`src/rtl/clock_mode_controller_pkg.sv`:
```
// clock_pkg: shared types and constants for the clock mode controller.
//   mode_t       : controller state / displayed mode (RUN, SET_HRS, SET_MIN)
//   *_MAX        : largest legal digit values of the time fields
//   *_MODULO     : field moduli derived from those limits (60, 60, 24)
package clock_pkg;

   typedef enum logic [1:0] {
      RUN     = 2'd0,
      SET_HRS = 2'd1,
      SET_MIN = 2'd2
   } mode_t;

   localparam int SEC_TENS_MAX      = 5;
   localparam int MIN_TENS_MAX      = 5;
   localparam int HRS_MAX_TENS      = 2;
   localparam int HRS_MAX_UNIT_AT_2 = 3;

   localparam int SEC_MODULO = (SEC_TENS_MAX + 1) * 10;
   localparam int MIN_MODULO = (MIN_TENS_MAX + 1) * 10;
   localparam int HRS_MODULO = HRS_MAX_TENS * 10 + HRS_MAX_UNIT_AT_2 + 1;

endpackage

```
`src/rtl/clock_mode_controller_if.sv`:
```
// clock_mode_if: button/tick pulses into the controller and the digit and
// blink outputs towards the display driver.
//   master : drives tick_1hz, mode_p, inc_p; observes the display fields
//   slave  : the controller; consumes pulses, drives digits, mode, blanks
interface clock_mode_if;
   logic       tick_1hz;
   logic       mode_p;
   logic       inc_p;
   logic [3:0] sec_unit;
   logic [2:0] sec_tens;
   logic [3:0] min_unit;
   logic [2:0] min_tens;
   logic [3:0] hrs_unit;
   logic [1:0] hrs_tens;
   logic [1:0] mode;
   logic       blank_hrs;
   logic       blank_min;

   modport master (
      output tick_1hz, mode_p, inc_p,
      input  sec_unit, sec_tens, min_unit, min_tens, hrs_unit, hrs_tens,
             mode, blank_hrs, blank_min
   );

   modport slave (
      input  tick_1hz, mode_p, inc_p,
      output sec_unit, sec_tens, min_unit, min_tens, hrs_unit, hrs_tens,
             mode, blank_hrs, blank_min
   );
endinterface

```
`src/rtl/clock_mode_controller_bcd_mod_counter.sv`:
```
// bcd_mod_counter: two-digit BCD counter wrapping at MODULO-1 -> 00.
//   clk, rst_n : clock, synchronous active-low reset
//   i_inc      : advance by one
//   i_clr      : clear to 00 (takes priority over i_inc)
//   o_unit     : units digit (registered)
//   o_tens     : tens digit (registered)
//   o_carry    : i_inc while at the wrap value (combinational, for chaining)
module bcd_mod_counter #(
   parameter int MODULO = 60,
   parameter int TENS_W = 3
) (
   input  logic              clk,
   input  logic              rst_n,
   input  logic              i_inc,
   input  logic              i_clr,
   output logic [3:0]        o_unit,
   output logic [TENS_W-1:0] o_tens,
   output logic              o_carry
);

   localparam logic [3:0]        MAX_UNIT = 4'((MODULO - 1) % 10);
   localparam logic [TENS_W-1:0] MAX_TENS = TENS_W'((MODULO - 1) / 10);

   logic [3:0]        r_unit;
   logic [TENS_W-1:0] r_tens;
   logic              w_at_max;

   assign w_at_max = (r_unit == MAX_UNIT) && (r_tens == MAX_TENS);
   assign o_carry  = i_inc & w_at_max;
   assign o_unit   = r_unit;
   assign o_tens   = r_tens;

   // Digit registers: clear, wrap at the modulo, or ripple units into tens.
   always_ff @(posedge clk) begin
      if (!rst_n) begin
         r_unit <= 4'd0;
         r_tens <= '0;
      end else if (i_clr) begin
         r_unit <= 4'd0;
         r_tens <= '0;
      end else if (i_inc) begin
         if (w_at_max) begin
            r_unit <= 4'd0;
            r_tens <= '0;
         end else if (r_unit == 4'd9) begin
            r_unit <= 4'd0;
            r_tens <= r_tens + TENS_W'(1);
         end else begin
            r_unit <= r_unit + 4'd1;
         end
      end
   end

endmodule

```
`src/rtl/clock_mode_controller.sv`:
```
// clock_mode_controller: RUN / SET_HRS / SET_MIN sequencer and HH:MM:SS core.
//   clk, rst_n : clock, synchronous active-low reset
//   bus        : clock_mode_if.slave - tick/mode/inc pulses in; BCD digits,
//                mode and hour/minute blink masks out (all registered)
module clock_mode_controller
   import clock_pkg::*;
#(
   parameter int MODE_TIMEOUT = 10
) (
   input  logic         clk,
   input  logic         rst_n,
   clock_mode_if.slave  bus
);

   mode_t      r_state, w_state_nxt;
   logic [3:0] r_tmo, w_tmo_nxt;
   logic       r_phase, w_phase_nxt;
   logic       r_blank_hrs, r_blank_min;
   logic       w_sec_inc, w_sec_clr, w_min_inc, w_hrs_inc;
   logic       w_sec_carry, w_min_carry;

   // State, inactivity counter, blink phase and registered blink masks.
   always_ff @(posedge clk) begin
      if (!rst_n) begin
         r_state     <= RUN;
         r_tmo       <= 4'd0;
         r_phase     <= 1'b0;
         r_blank_hrs <= 1'b0;
         r_blank_min <= 1'b0;
      end else begin
         r_state     <= w_state_nxt;
         r_tmo       <= w_tmo_nxt;
         r_phase     <= w_phase_nxt;
         r_blank_hrs <= w_phase_nxt & (w_state_nxt == SET_HRS);
         r_blank_min <= w_phase_nxt & (w_state_nxt == SET_MIN);
      end
   end

   // Next state and field-update strobes; mode_p has priority over inc_p,
   // and any button press overrides a simultaneous timeout.
   always_comb begin
      w_state_nxt = r_state;
      w_tmo_nxt   = r_tmo;
      w_phase_nxt = r_phase;
      w_sec_inc   = 1'b0;
      w_sec_clr   = 1'b0;
      w_min_inc   = 1'b0;
      w_hrs_inc   = 1'b0;
      case (r_state)
         RUN: begin
            w_sec_inc = bus.tick_1hz;
            w_min_inc = w_sec_carry;
            w_hrs_inc = w_min_carry;
            if (bus.mode_p) begin
               w_state_nxt = SET_HRS;
               w_tmo_nxt   = 4'd0;
               w_phase_nxt = 1'b0;
            end else begin
               w_state_nxt = RUN;
            end
         end
         SET_HRS, SET_MIN: begin
            if (bus.mode_p) begin
               w_state_nxt = (r_state == SET_HRS) ? SET_MIN : RUN;
               w_sec_clr   = (r_state == SET_MIN);
               w_tmo_nxt   = 4'd0;
               w_phase_nxt = 1'b0;
            end else begin
               if (bus.tick_1hz) begin
                  w_phase_nxt = ~r_phase;
               end else begin
                  w_phase_nxt = r_phase;
               end
               if (bus.inc_p) begin
                  // Minutes wrap without carrying: hours strobe stays low here.
                  w_hrs_inc = (r_state == SET_HRS);
                  w_min_inc = (r_state == SET_MIN);
                  w_tmo_nxt = 4'd0;
               end else if (bus.tick_1hz) begin
                  if (r_tmo == 4'(MODE_TIMEOUT - 1)) begin
                     w_state_nxt = RUN;
                     w_sec_clr   = 1'b1;
                     w_tmo_nxt   = 4'd0;
                     w_phase_nxt = 1'b0;
                  end else begin
                     w_tmo_nxt = r_tmo + 4'd1;
                  end
               end else begin
                  w_tmo_nxt = r_tmo;
               end
            end
         end
         default: begin
            w_state_nxt = RUN;
            w_tmo_nxt   = 4'd0;
            w_phase_nxt = 1'b0;
         end
      endcase
   end

   bcd_mod_counter #(.MODULO(SEC_MODULO), .TENS_W(3)) u_sec (
      .clk     (clk),
      .rst_n   (rst_n),
      .i_inc   (w_sec_inc),
      .i_clr   (w_sec_clr),
      .o_unit  (bus.sec_unit),
      .o_tens  (bus.sec_tens),
      .o_carry (w_sec_carry)
   );

   bcd_mod_counter #(.MODULO(MIN_MODULO), .TENS_W(3)) u_min (
      .clk     (clk),
      .rst_n   (rst_n),
      .i_inc   (w_min_inc),
      .i_clr   (1'b0),
      .o_unit  (bus.min_unit),
      .o_tens  (bus.min_tens),
      .o_carry (w_min_carry)
   );

   // Day rollover needs no further chaining, so the hours carry is left open.
   bcd_mod_counter #(.MODULO(HRS_MODULO), .TENS_W(2)) u_hrs (
      .clk     (clk),
      .rst_n   (rst_n),
      .i_inc   (w_hrs_inc),
      .i_clr   (1'b0),
      .o_unit  (bus.hrs_unit),
      .o_tens  (bus.hrs_tens),
      .o_carry ()
   );

   assign bus.mode      = r_state;
   assign bus.blank_hrs = r_blank_hrs;
   assign bus.blank_min = r_blank_min;

endmodule
```
`src/flat_wrapper.sv`:
```
// flat-port wrapper written by rule: the top's interface ports become plain ports
module clock_mode_controller_flat import clock_pkg::*;
#(
   parameter int MODE_TIMEOUT = 10
)
  (clk, rst_n, bus_tick_1hz, bus_mode_p, bus_inc_p, bus_sec_unit, bus_sec_tens, bus_min_unit, bus_min_tens, bus_hrs_unit, bus_hrs_tens, bus_mode, bus_blank_hrs, bus_blank_min);
  clock_mode_if bus_i ();
  input  logic clk;
  input  logic rst_n;
  input wire logic [$bits(bus_i.tick_1hz)-1:0] bus_tick_1hz;
  input wire logic [$bits(bus_i.mode_p)-1:0] bus_mode_p;
  input wire logic [$bits(bus_i.inc_p)-1:0] bus_inc_p;
  output wire logic [$bits(bus_i.sec_unit)-1:0] bus_sec_unit;
  output wire logic [$bits(bus_i.sec_tens)-1:0] bus_sec_tens;
  output wire logic [$bits(bus_i.min_unit)-1:0] bus_min_unit;
  output wire logic [$bits(bus_i.min_tens)-1:0] bus_min_tens;
  output wire logic [$bits(bus_i.hrs_unit)-1:0] bus_hrs_unit;
  output wire logic [$bits(bus_i.hrs_tens)-1:0] bus_hrs_tens;
  output wire logic [$bits(bus_i.mode)-1:0] bus_mode;
  output wire logic [$bits(bus_i.blank_hrs)-1:0] bus_blank_hrs;
  output wire logic [$bits(bus_i.blank_min)-1:0] bus_blank_min;
  assign bus_i.tick_1hz = bus_tick_1hz;
  assign bus_i.mode_p = bus_mode_p;
  assign bus_i.inc_p = bus_inc_p;
  assign bus_sec_unit = bus_i.sec_unit;
  assign bus_sec_tens = bus_i.sec_tens;
  assign bus_min_unit = bus_i.min_unit;
  assign bus_min_tens = bus_i.min_tens;
  assign bus_hrs_unit = bus_i.hrs_unit;
  assign bus_hrs_tens = bus_i.hrs_tens;
  assign bus_mode = bus_i.mode;
  assign bus_blank_hrs = bus_i.blank_hrs;
  assign bus_blank_min = bus_i.blank_min;
  clock_mode_controller #(.MODE_TIMEOUT(MODE_TIMEOUT)) u_core (.clk(clk), .rst_n(rst_n), .bus(bus_i));
endmodule
```
`config.mk`:
```
export PLATFORM = sky130hd
export DESIGN_NAME = clock_mode_controller_flat
export DESIGN_NICKNAME = d
export VERILOG_FILES = /design/src/rtl/clock_mode_controller_pkg.sv /design/src/rtl/clock_mode_controller_if.sv /design/src/rtl/clock_mode_controller_bcd_mod_counter.sv /design/src/rtl/clock_mode_controller.sv /design/src/flat_wrapper.sv
export SDC_FILE = /design/constraint.sdc
export NUM_CORES = 1
export LEC_CHECK = 0
export CORE_ASPECT_RATIO = 0.75
export CORE_MARGIN = 2
export CORE_UTILIZATION = 32
export DETAILED_ROUTE_END_ITERATION = 10
export HOLD_SLACK_MARGIN = 0.03
export MAX_ROUTING_LAYER = met4
export PLACE_DENSITY_LB_ADDON = 0.15
export REMOVE_ABC_BUFFERS = 1
export SYNTH_ARGS = -nofsm -noshare
export SYNTH_HDL_FRONTEND = slang
export SYNTH_HIERARCHICAL = 1
export SYNTH_SLANG_ARGS = --single-unit
```
`constraint.sdc`:
```
create_clock -name clk -period 3.8 [get_ports clk]
set_clock_uncertainty 0.05 [all_clocks]
set_input_delay 0.95 -clock clk [delete_from_list [all_inputs] [get_ports clk]]
set_output_delay 0.95 -clock clk [all_outputs]
set_load 0.01 [all_outputs]
```
==> summary.md, run 1 <==
| Metric | Value |
|---|---|
| Run status | finished, final reports clean |
| Total wirelength of the detailed-routed design | around 3.7 mm |
| # hold bufs at CTS | 0 |
| Final HPWL from detailed placement | roughly 2.7 mm |
| Busiest layer in global routing | met1 |
| RePlAce Congestion | between 0.7 and 0.8 |
| Vertical die dimension | 67.32 um |
| Worst Setup Path Type | in2reg |
| Placed Cells incl. Taps | 302 |
| Number of top-level pins | 29 |
| Clock transition at the registers of the reported paths | approximately 0.06 ns |
| Met2 Usage GRT | between 10% and 20% |
| Post-route cell area | ~0.0022 sq mm |
| Critical register-to-register path startpoint | u_core/bus.mode[1] |
| Die width | roughly 88 um |
| Synth-to-layout area growth | 28.24% |
| Total power draw | between 0.6 and 0.7 mW |
| VDD IR-drop max | 109.6 uV |
| Count of nets after finishing | 255 |
| Number of vias in the routed layout | around 1500 |
| Total of buffers placed on input and output ports | 28 |
| Clock sinks | 29 |
| FF-to-FF setup slack | between 0.9 and 1 ns |
| Max-slew headroom | 63.41% |
| Clock power frac | about two fifths |
| Power density over the cells | approximately 280 mW/mm^2 |
| Mean cell area of the mapped netlist | 8.771 sq um |
| Initial Utilization | 32.66% |
| Layout cell share with drive strength beyond 1 | between 6 and 7% |
| Number of diodes added for antenna fixing | 0 |
| Final TNS setup | 0 ns |
| Total die area | ~0.006 sq mm |
| Min Clock Period, post-route | 3.327 ns |
| M1 GR Usage | 20.06% |
| Final global-route overflow total | 0 |
| TritonCTS Buffers | 5 |
| GRT Util Overall | 13.67% |
| Hold crit path type | reg2reg |
| Portion of total power attributed to combinational logic | approximately a tenth |
| Number of H-tree branching levels | 2 |
| Antenna violation net count after detailed routing | 0 |
| Worst hold slack | 0.4488 ns |
| Area of the core region | approximately 0.0052 sq mm |
| Largest driver fanout on the critical path | 12 |
| Num rows | 23 |
| Endpoint required time on the critical path | roughly 4 ns |
| Pin count of the biggest net entering global routing | 13 |
| Leakage power figure | 0.8271 nW |
| Number of instances in the synthesized netlist | between 150 and 200 |
| Transition time at the pin with the least slew margin | approximately 0.54 ns |
| Final Instance Count excl. Fillers | 310 |
| Placed instance area | ~0.0021 sq mm |
| Number of hold violations in the final report | 0 |
| Drc violations | 0 |
| Final Max Slew Viols | 0 |
| Part of the total power dissipated in sequential elements | 51.1% |
| DRT iter0 DRCs | 105 |
| CP endpoint kind | flip-flop |
| Number of vias per cell | 4.739 |
| Count of final setup violators | 0 |
| RSZ-0062 raised after global routing | no |
| Global routing met3 resource utilization | roughly 3.7% |
| Endpoint arrival time on the critical path | approximately 3.5 ns |
| Wire per inst | 11.78 um |
| Critical hold path startpoint | u_core/u_sec/o_tens[1] |
| Number of detailed-routing iterations run before antenna repair | 4 |
| Fraction of the cycle the final worst path needs | roughly 88% |
| Max Cap Violations | 0 |
| Wire length of the first global-routing pass | about 6 mm |
| Worst skew pair latency | about 0.28 ns |
| Yosys warns | 6 |
| Net load switching power | 0.1496 mW |
| Buffers from clock root to sink, at most | 2 |
| TritonCTS clock tree | yes |
| Switching share of total power | between 20% and 30% |
| Internal power contribution | about 0.46 mW |
| Max frequency | about 300 MHz |
| Postcts setup bufs | 0 |
| Number of antenna violations at the first check in global routing | 0 |
| Number of global-route vias before repair | 1252 |
| Cts repair resizes | 0 |
| First element of the critical path | bus_tick_1hz |
| Nature of the critical path startpoint | primary input |
| Post-Syn Area | 0.001710 sq mm |
| Buffer cell driving the clock tree root | clkbuf_8 |
-- final timing paths --
kind | to | cells past startpoint
setup / recovery | u_core/u_hrs/o_tens[1] | 13
hold / removal | u_core/u_sec/o_tens[1] | 2
setup reg to reg | u_core/u_hrs/o_tens[1] | 14
hold reg to reg | u_core/u_sec/o_tens[1] | 2
-- sequential cells by signal (all words and copies together) (netlist names) --
signal,flops
u_core/u_min/o_unit,4
u_core/u_min/o_tens,3
u_core/bus.blank_hrs,1
u_core/r_phase,1
u_core/bus.blank_min,1
u_core/r_tmo,4
u_core/u_hrs/o_unit,4
u_core/u_sec/o_tens,3
u_core/u_hrs/o_tens,2
u_core/u_sec/o_unit,4
u_core/bus.mode,2
-- per-layer routing --
| layer | routed length [um] | vias up | share of wire, % |
|---|---|---|---|
| li1 | - | 765 | - |
| met1 | 2017 | 667 | 55 |
| met2 | 1462 | 32 | 40 |
| met3 | 121 | 5 | 3.3 |
| met4 | 51 | 0 | 1.4 |
| met5 | 0 | - | 0 |
-- layout make-up --
cell class	instances	area [sq um]
Clock buffer	8	80.08
Fill cell	563	3044
Inverter	13	48.80
Sequential cell	29	580.6
Timing Repair Buffer	33	317.8
Tap cell	75	93.84
Multi-Input combinational cell	152	1072
-- worst max-delay path: stages --
cell and delay, ns:
clkdlybuf4s50_1 0.46, and2_1 0.31, nand4b_4 0.18, nor2_1 0.14
a32oi_1 0.06, nor2_1 0.25, nand4b_4 0.18, nor2_1 0.14
a32oi_1 0.06, nor2_1 0.10, buf_4 0.17, nand4b_1 0.17
a221oi_2 0.29
-- placed cells by master, fill, tap and decap left out, drive strengths merged, types with 2 or more instances in the layout --
cell type	instances
xor2	4
o311ai	3
nand4	3
o31ai	2
nor2b	6
nand3b	5
a211oi	3
nand4b	6
or2b	3
and2	2
conb	3
inv	13
a21oi	12
nand2	19
nor3b	2
or3b	7
a21boi	2
clkbuf	8
nand2b	7
ha	16
o21ai	5
nand3	4
buf	5
dfxtp	29
nor2	20
xnor2	3
clkdlybuf4s50	28
a32oi	2
-- per-stage QoR --
step | setup slack [ns] | utilization (%)
3_5_place_dp | 0.1686 | 40.35
2_1_floorplan | 0.6001 | -
6_report | 0.4734 | 41.88
5_1_grt | 0.1954 | 41.88
3_3_place_gp | 0.2504 | 40.35
4_1_cts | 0.4496 | 41.88
-- power groups by stage --
stage | sequential [mW] | combinational [mW] | clock, mW
2_1_floorplan | 0.321 | 0.0292 | 0
3_3_place_gp | 0.321 | 0.0585 | 0
3_5_place_dp | 0.321 | 0.0575 | 0
4_1_cts | 0.314 | 0.0584 | 0.251
5_1_grt | 0.314 | 0.0636 | 0.265
6_report | 0.314 | 0.0584 | 0.242
(Power assumes the default switching activity.)
==> run 2, diff against run 1 <==
--- a/config.mk
+++ b/config.mk
@@ -8,7 +8,9 @@
 export CORE_ASPECT_RATIO = 0.75
 export CORE_MARGIN = 2
 export CORE_UTILIZATION = 32
+export CTS_BUF_LIST = sky130_fd_sc_hd__clkbuf_8
 export DETAILED_ROUTE_END_ITERATION = 10
+export GPL_TIMING_DRIVEN = 1
 export HOLD_SLACK_MARGIN = 0.03
 export MAX_ROUTING_LAYER = met4
 export PLACE_DENSITY_LB_ADDON = 0.15
==> constraint.sdc (replaced) <==
create_clock -name clk -period 3.8 [get_ports clk]
set_clock_uncertainty 0.05 [all_clocks]
set_input_delay 0.95 -clock clk [delete_from_list [all_inputs] [get_ports clk]]
set_output_delay 0.95 -clock clk [all_outputs]
set_load 0.02 [all_outputs]
==> summary.md, run 2 (synthesis results as in run 1) <==
| Metric | Value |
|---|---|
| Run status | finished, final reports clean |
| Leakage power figure | approximately 0.84 nW |
| Count of final setup violators | 0 |
| RePlAce Congestion | between 0.7 and 0.8 |
| Buffer cell driving the clock tree root | clkbuf_8 |
| Wire length of the first global-routing pass | 6.141 mm |
| Most prevalent standard cell on the critical path | nor2_1 |
| Worst skew pair latency | roughly 0.28 ns |
| Power density over the cells | 277.8 mW/mm^2 |
| TritonCTS clock tree | yes |
| Nature of the critical path startpoint | primary input |
| Buffers from clock root to sink, at most | 2 |
| Clock transition at the registers of the reported paths | approximately 0.060 ns |
| Hold crit path type | reg2reg |
| Worst Setup Path Type | in2reg |
| # hold bufs at CTS | 0 |
| Transition time at the pin with the least slew margin | 0.5651 ns |
| Final Max Slew Viols | 0 |
| Number of vias per cell | 4.739 |
| Total die area | around 0.0060 sq mm |
| Num rows | 23 |
| Drc violations | 0 |
| Count of nets after finishing | 255 |
| Layout cell share with drive strength beyond 1 | around 7% |
| Synth-to-layout area growth | 28.24% |
| Die width | roughly 88 um |
| Final TNS setup | 0 ns |
| Number of detailed-routing iterations run before antenna repair | 4 |
| Largest driver fanout on the critical path | 12 |
| Busiest layer in global routing | met1 |
| TritonCTS Buffers | 5 |
| Max-slew headroom | between 60% and 70% |
| Number of diodes added for antenna fixing | 0 |
| Endpoint arrival time on the critical path | 3.47 ns |
| Fraction of the cycle the final worst path needs | 87.61% |
| Number of H-tree branching levels | 2 |
| GRT Util Overall | a little over an eighth |
| Critical-path top delay cell | clkdlybuf4s50_1 |
| Final global-route overflow total | 0 |
| Area of the core region | 0.005238 sq mm |
| Number of antenna violations at the first check in global routing | 0 |
| Total wirelength of the detailed-routed design | between 3 and 4 mm |
| Wire per inst | 11.84 um |
| Ordered list of cells on the worst path | clkdlybuf4s50_1 -> and2_1 -> nand4b_4 -> nor2_1 -> a32oi_1 -> nor2_1 -> nand4b_4 -> nor2_1 -> a32oi_1 -> nor2_1 -> buf_4 -> nand4b_1 -> a221oi_2 |
| RSZ-0062 raised after global routing | no |
| Met2 Usage GRT | between 10% and 20% |
| Highest-count cells in the layout ignoring fill and taps | 29 x dfxtp_1, 28 x clkdlybuf4s50_1, 20 x nor2_1 |
| Max frequency | ~300 MHz |
| CP endpoint kind | flip-flop |
| Number of vias in the routed layout | about 1500 |
| Number of hold violations in the final report | 0 |
| Slowest stage delay, CP | around 0.46 ns |
| Antenna violation net count after detailed routing | 0 |
| Worst hold slack | ~0.45 ns |
| VDD IR-drop max | 109.6 uV |
| Initial Utilization | 32.66% |
| Pin count of the biggest net entering global routing | 13 |
| Number of top-level pins | 29 |
| Leading cell type in the layout, fill and taps excluded | dfxtp_1 |
| Total of buffers placed on input and output ports | 28 |
| Number of global-route vias before repair | 1252 |
| Endpoint required time on the critical path | 3.94 ns |
| DRT iter0 DRCs | ~110 |
| Min Clock Period, post-route | approximately 3.3 ns |
| Clock sinks | 29 |
| Cts repair resizes | 0 |
| Global routing met3 resource utilization | under 10% |
| Vertical die dimension | between 60 and 70 um |
| M1 GR Usage | between 20% and 30% |
| Final HPWL from detailed placement | approximately 2.7 mm |
| Postcts setup bufs | 0 |
| Max Cap Violations | 0 |
-- run 2: area by class of cell --
cell class,count,area (sq um)
timing repair buffer,33,317.8
multi-input combinational,152,1072
sequential,29,580.6
clock buffer,5,68.82
fill,563,3044
inverter,13,48.80
tap,75,93.84
clock inverter,3,11.26
-- run 2: power breakdown --
part | switching [mW] | leakage, nW | internal [mW]
sequential | 0.00556 | 0.234 | 0.308
combinational | 0.0350 | 0.553 | 0.0263
clock | 0.113 | 0.0519 | 0.122
total | 0.153 | 0.840 | 0.456
-- run 2: worst paths after layout --
kind	from	slack, ns	endpoint	cells past startpoint
setup / recovery	bus_tick_1hz	0.47	u_core/u_hrs/o_tens[1]	13
hold / removal	u_core/u_sec/o_tens[1]	0.45	u_core/u_sec/o_tens[1]	2
setup reg to reg	u_core/bus.mode[1]	0.92	u_core/u_hrs/o_tens[1]	14
hold reg to reg	u_core/u_sec/o_tens[1]	0.45	u_core/u_sec/o_tens[1]	2
-- run 2: routing by layer --
metal,wire length (um),part of all wire (%),vias to the layer above
met4,51,1.4,0
met1,2021,55,669
met5,0,0,-
met3,128,3.5,5
li1,-,-,765
met2,1467,40,30
-- run 2: critical path: cells and delay by family --
family / cells / cell delay [ns]
AND/OR/NAND/NOR: 8 / 1.47
buffers and inverters: 2 / 0.63
AO/OA/AOI/OAI: 3 / 0.41
-- run 2: through the flow --
stage | instances | setup WS (ns) | area [sq um] | util, % | total power, mW
6_report | 310 | 0.4710 | 2193 | 41.88 | 0.6093
5_1_grt | 310 | 0.1954 | 2193 | 41.88 | 0.6387
4_1_cts | 310 | 0.4496 | 2193 | 41.88 | 0.6180
3_5_place_dp | 302 | 0.1686 | 2113 | 40.35 | 0.3809
3_3_place_gp | 302 | 0.2504 | 2113 | 40.35 | 0.3824
2_1_floorplan | 194 | 0.5995 | 1702 | - | 0.3533
